**src/rtl/floating_point_multiply.sv**
```systemverilog
`default_nettype none
// ============================================================================
// Module   : floating_point_multiply
// Brief    : Pipelined IEEE-754 binary32 multiplier with start/last framing.
// Revision : 1.0 - initial release
// ============================================================================
module floating_point_multiply #(
  parameter logic [31:0] NAN_VALUE = 32'h7FC00000
) (
  input  logic        clk,
  input  logic        rst,
  input  logic        validIn,
  input  logic        startIn,
  input  logic        lastIn,
  input  logic [31:0] aIn,
  input  logic [31:0] bIn,
  output logic        validOut,
  output logic        startOut,
  output logic        lastOut,
  output logic [31:0] dataOut
);

  // Operands are registered on entry so classification starts from a flop.
  logic        r_in_valid, r_in_start, r_in_last;
  logic [31:0] r_in_a, r_in_b;

  logic        r_s1_valid, r_s1_start, r_s1_last;
  logic        r_s1_sign, r_s1_nan, r_s1_inf, r_s1_zero;
  logic [23:0] r_s1_ma, r_s1_mb;
  logic [9:0]  r_s1_exp;

  logic        r_s2_valid, r_s2_start, r_s2_last;
  logic        r_s2_sign, r_s2_nan, r_s2_inf, r_s2_zero;
  logic [47:0] r_s2_prod;
  logic [9:0]  r_s2_exp;

  logic [7:0]  w_exp_a, w_exp_b;
  logic        w_zero_a, w_zero_b, w_inf_a, w_inf_b, w_nan_a, w_nan_b;

  assign w_exp_a  = r_in_a[30:23];
  assign w_exp_b  = r_in_b[30:23];
  assign w_zero_a = (w_exp_a == 8'h00);
  assign w_zero_b = (w_exp_b == 8'h00);
  assign w_inf_a  = (w_exp_a == 8'hFF) && (r_in_a[22:0] == 23'h0);
  assign w_inf_b  = (w_exp_b == 8'hFF) && (r_in_b[22:0] == 23'h0);
  assign w_nan_a  = (w_exp_a == 8'hFF) && (r_in_a[22:0] != 23'h0);
  assign w_nan_b  = (w_exp_b == 8'hFF) && (r_in_b[22:0] != 23'h0);

  logic              w_hi, w_guard, w_sticky, w_inc;
  logic [22:0]       w_mant;
  logic [23:0]       w_round;
  logic signed [9:0] w_exp_fin;
  logic [31:0]       w_result;

  assign w_hi      = r_s2_prod[47];
  assign w_mant    = w_hi ? r_s2_prod[46:24] : r_s2_prod[45:23];
  assign w_guard   = w_hi ? r_s2_prod[23]    : r_s2_prod[22];
  assign w_sticky  = w_hi ? (|r_s2_prod[22:0]) : (|r_s2_prod[21:0]);
  assign w_inc     = w_guard & (w_sticky | w_mant[0]);
  assign w_round   = {1'b0, w_mant} + {23'h0, w_inc};
  // A rounding carry leaves w_round[22:0] at zero, so only the exponent moves.
  assign w_exp_fin = r_s2_exp + {9'h0, w_hi} + {9'h0, w_round[23]};

  always_comb begin
    w_result = {r_s2_sign, w_exp_fin[7:0], w_round[22:0]};
    if (r_s2_nan)
      w_result = NAN_VALUE;
    else if (r_s2_inf)
      w_result = {r_s2_sign, 8'hFF, 23'h0};
    else if (r_s2_zero)
      w_result = {r_s2_sign, 31'h0};
    else if (w_exp_fin >= 10'sd255)
      w_result = {r_s2_sign, 8'hFF, 23'h0};
    else if (w_exp_fin <= 10'sd0)
      w_result = {r_s2_sign, 31'h0};
  end

  always_ff @(posedge clk) begin
    if (rst) begin
      r_in_valid <= 1'b0;
      r_in_start <= 1'b0;
      r_in_last  <= 1'b0;
      r_s1_valid <= 1'b0;
      r_s1_start <= 1'b0;
      r_s1_last  <= 1'b0;
      r_s2_valid <= 1'b0;
      r_s2_start <= 1'b0;
      r_s2_last  <= 1'b0;
      validOut   <= 1'b0;
      startOut   <= 1'b0;
      lastOut    <= 1'b0;
      dataOut    <= 32'h0;
    end else begin
      r_in_valid <= validIn;
      r_in_start <= validIn & startIn;
      r_in_last  <= validIn & lastIn;
      r_s1_valid <= r_in_valid;
      r_s1_start <= r_in_start;
      r_s1_last  <= r_in_last;
      r_s2_valid <= r_s1_valid;
      r_s2_start <= r_s1_start;
      r_s2_last  <= r_s1_last;
      validOut   <= r_s2_valid;
      startOut   <= r_s2_start;
      lastOut    <= r_s2_last;
      if (r_s2_valid)
        dataOut <= w_result;
    end
  end

  always_ff @(posedge clk) begin
    r_in_a    <= aIn;
    r_in_b    <= bIn;
    r_s1_sign <= r_in_a[31] ^ r_in_b[31];
    r_s1_nan  <= w_nan_a | w_nan_b | (w_inf_a & w_zero_b) | (w_zero_a & w_inf_b);
    r_s1_inf  <= w_inf_a | w_inf_b;
    r_s1_zero <= w_zero_a | w_zero_b;
    r_s1_ma   <= {1'b1, r_in_a[22:0]};
    r_s1_mb   <= {1'b1, r_in_b[22:0]};
    r_s1_exp  <= {2'b00, w_exp_a} + {2'b00, w_exp_b} - 10'd127;
    r_s2_sign <= r_s1_sign;
    r_s2_nan  <= r_s1_nan;
    r_s2_inf  <= r_s1_inf;
    r_s2_zero <= r_s1_zero;
    r_s2_prod <= {24'h0, r_s1_ma} * {24'h0, r_s1_mb};
    r_s2_exp  <= r_s1_exp;
  end

endmodule
`default_nettype wire
```
**config.mk**
```make
export PLATFORM = sky130hd
export DESIGN_NAME = floating_point_multiply
export DESIGN_NICKNAME = d
export VERILOG_FILES = /design/src/rtl/floating_point_multiply.sv
export SDC_FILE = /design/constraint.sdc
export NUM_CORES = 2
export LEC_CHECK = 0
export ABC_AREA = 1
export CAP_MARGIN = 40
export CORE_MARGIN = 1
export CORE_UTILIZATION = 40
export DETAILED_ROUTE_END_ITERATION = 7
export SYNTH_ARGS = -nofsm -noshare
export SYNTH_HDL_FRONTEND = slang
export SYNTH_SLANG_ARGS = --single-unit
export TNS_END_PERCENT = 50
```
**constraint.sdc**
```tcl
create_clock -name clk -period 6.24 [get_ports clk]
set_clock_uncertainty 0.1 [all_clocks]
set_input_delay 0.624 -clock clk [delete_from_list [all_inputs] [get_ports clk]]
set_output_delay 0.624 -clock clk [all_outputs]
set_load 0.02 [all_outputs]
```
==> results.toml <==
[outcome]
outcome = "complete, no violations"

[placed_design]
placed_area_mm2 = 0.0307
io_buffers = 103
gp_congestion = 0.924
dpl.hpwl_mm = 57.6

[die]
initial_utilization = 0.407
core.rowCount = 94
die_x_um = 261
dieArea_mm2 = 0.0684
coreArea_mm2 = 0.0662
dieHeight_um = 261
io_pins = 104

[yosys]
yosysUniqueCellTypes = 44
netlist_instances = 3350
syn_nets = 4093
avgSynthCellArea_um2 = 8.04
synth_async_sr_flop_share = 0
ys_warn_count = 0
ys_seq_elements = 230
ys_seq_area_frac = 0.171
ys_dominant_reg_cell = "dfxtp_1"
synth_area_mm2 = 0.0269
synth_edf_count = 0

[global_route]
grt_usage = 0.209
gr-usage-met3 = 0.0296
grt_pass1_wl_mm = 113
met2_usage = 0.359
grt_pass1_vias = 21800
grt_overflow = 0
grt_max_degree = 45
antenna_found_initial = 0
grt_use_met1 = 0.271
busiest_layer = "met2"

[drt]
dr.pass1.iters = 7
ant_nets = 0
drt-initial-drc-count = 1178
wl_per_cell_um = 15.6
via_per_inst = 4.64
drc = 0
vias = 21000
drt-total-wl_mm = 70.8

[sta]
fin_crit_sh = 0.983
setup_viol_count_final = 0
rsz0062_at_grt = "yes"
period_minus_slack_ns = 6.14
tightest_slew_ns = 0.767
hold_viol_final = 0
clock.fmax_ghz = 0.163
maxSlewHeadroom = 0.488
slew_violations = 0

[worst_setup_path]
arrival_ns = 6.50
crit_path_top_delay_cell = "fa_1"
cp_max_fo = 7
crit_path_end_kind = "flop"
cp_common_cell = "fa_1"
worstPathRequired_ns = 6.61
cpPeakStageDelay_ns = 0.58
startpoint_type = "flop"
crit_type = "flop to flop"

[final_layout]
final_cell_area_mm2 = 0.0333
fillerInstances = 6266
diodes = 0
syn_to_final_growth_pct = 23.5
nets = 4389
drive_gt1_frac = 0.162

[cts]
clk_pin_slew_worst_paths_ns = 0.06
clock_sinks = 230
hold_buffers = 0
cts_buffers = 28
cts_tree = "yes"
cts-root-buf = "clkbuf_16"
cts_buffer_depth = 3
htree_levels = 1
clkLatencyLatePin_ns = 0.58

[min_path]
hp-class = "flop to flop"

[run]
cap_violations = 0
sequential cells by signal, summed over array words and instances, names as in the netlist, 10 cells and up:
register   flops
r_s2_prod     48
dataOut       32
r_in_a        32
r_in_b        32
r_s1_ma       23
r_s1_mb       23
r_s1_exp      10
r_s2_exp      10
worst max-delay path, delay by kind of cell, from the launching register on:
family | cells | cell delay (ns)
DFF | 1 | 0.33
adders and majority gates | 8 | 3.82
xor gates and xnor gates | 1 | 0.13
AOI/OAI and AO/OA | 2 | 0.37
and+or+nand+nor | 5 | 0.36
buffers and inverters | 9 | 0.91
stage by stage:
stage | hold slack [ns] | util | setup slack (ns) | cells | setup TNS, ns
after floorplan | 0.210 | - | 0.231 | 3350 | 0
after global placement | 0.210 | 0.464 | -0.278 | 4444 | -1.59
after detailed placement | 0.212 | 0.464 | -0.248 | 4445 | -1.33
after CTS | 0.224 | 0.480 | -0.00476 | 4497 | -0.00476
after global routing | 0.226 | 0.502 | -0.0782 | 4532 | -0.908
final | 0.221 | 0.502 | 0.103 | 4532 | 0
cells in the mapped netlist (12+ instances only):
cell,n,area share
a21o_1,12,0.0033
nor2_1,140,0.020
o21ai_1,13,0.0024
nor3_1,13,0.0024
xor2_1,40,0.013
nor4_1,19,0.0044
nand4_1,25,0.0058
nand3_1,61,0.011
ha_1,190,0.088
dfxtp_1,230,0.17
o21ai_0,46,0.0085
nand2_1,785,0.11
fa_1,484,0.36
clkbuf_1,100,0.014
a21oi_1,98,0.018
xnor2_1,12,0.0039
nand2_2,12,0.0028
inv_1,987,0.14
final cells by class:
class / count / area, µm² / share of cell area
Clock buffer: 35 / 777 / 0.0234
Tap cell: 864 / 1080 / 0.0325
Clock inverter: 17 / 203 / 0.00609
Timing Repair Buffer: 373 / 3780 / 0.114
Inverter: 991 / 3720 / 0.112
Multi-Input combinational cell: 2022 / 19000 / 0.572
Sequential cell: 230 / 4690 / 0.141
what timing repair did:
| item | 4_1_cts | 5_1_grt |
|---|---|---|
| setup endpoints to repair | 19 | 32 |
| setup buffers | 0 | 29 |
| pin swaps | 2 | 108 |
| gates resized for setup | 22 | 305 |
| gates cloned | 0 | 8 |
routing by layer:
layer	part of all wire	vias to the layer above
met2	0.48	470
li1	-	10200
met5	0	-
met3	0.057	112
met4	0.032	0
met1	0.43	10200
final timing paths:
path / startpoint / endpoint / slack (ns) / cells after the start
worst min register to register: r_s1_inf / r_s2_inf / 0.22 / 0
worst min-delay path: r_s1_inf / r_s2_inf / 0.22 / 0
worst max-delay path: r_s1_mb[12] / r_s2_prod[30] / 0.10 / 25
worst max register to register: r_s1_mb[12] / r_s2_prod[30] / 0.10 / 25
logic make-up (layout without fill, tap and decap cells):
kind of cell,count (synthesis),count (layout),share of synthesized area
buffers and inverters,1098,1416,0.154
AND/OR/NAND/NOR,1093,1093,0.168
adder cells (fa/ha/maj),674,674,0.448
flip-flops,230,230,0.171
AO/OA/AOI/OAI,203,203,0.0420
XOR/XNOR,52,52,0.0169
cells in the final DEF (no fill, tap or decap), types with 31 or more instances in the layout:
cell type and count:
nand2_2 51, fa_1 468, clkdlybuf4s50_1 103, o21ai_0 31
buf_4 201, a21oi_1 80, nor2_1 108, inv_2 37
buf_12 38, clkbuf_16 36, ha_1 170, inv_1 952
dfxtp_1 197, xor2_1 37, nand2_1 745, nand3_1 56
Power is left out: the tool's default activity adds up to more than one toggle a clock period on the data nets, which glitch-free logic cannot reach.
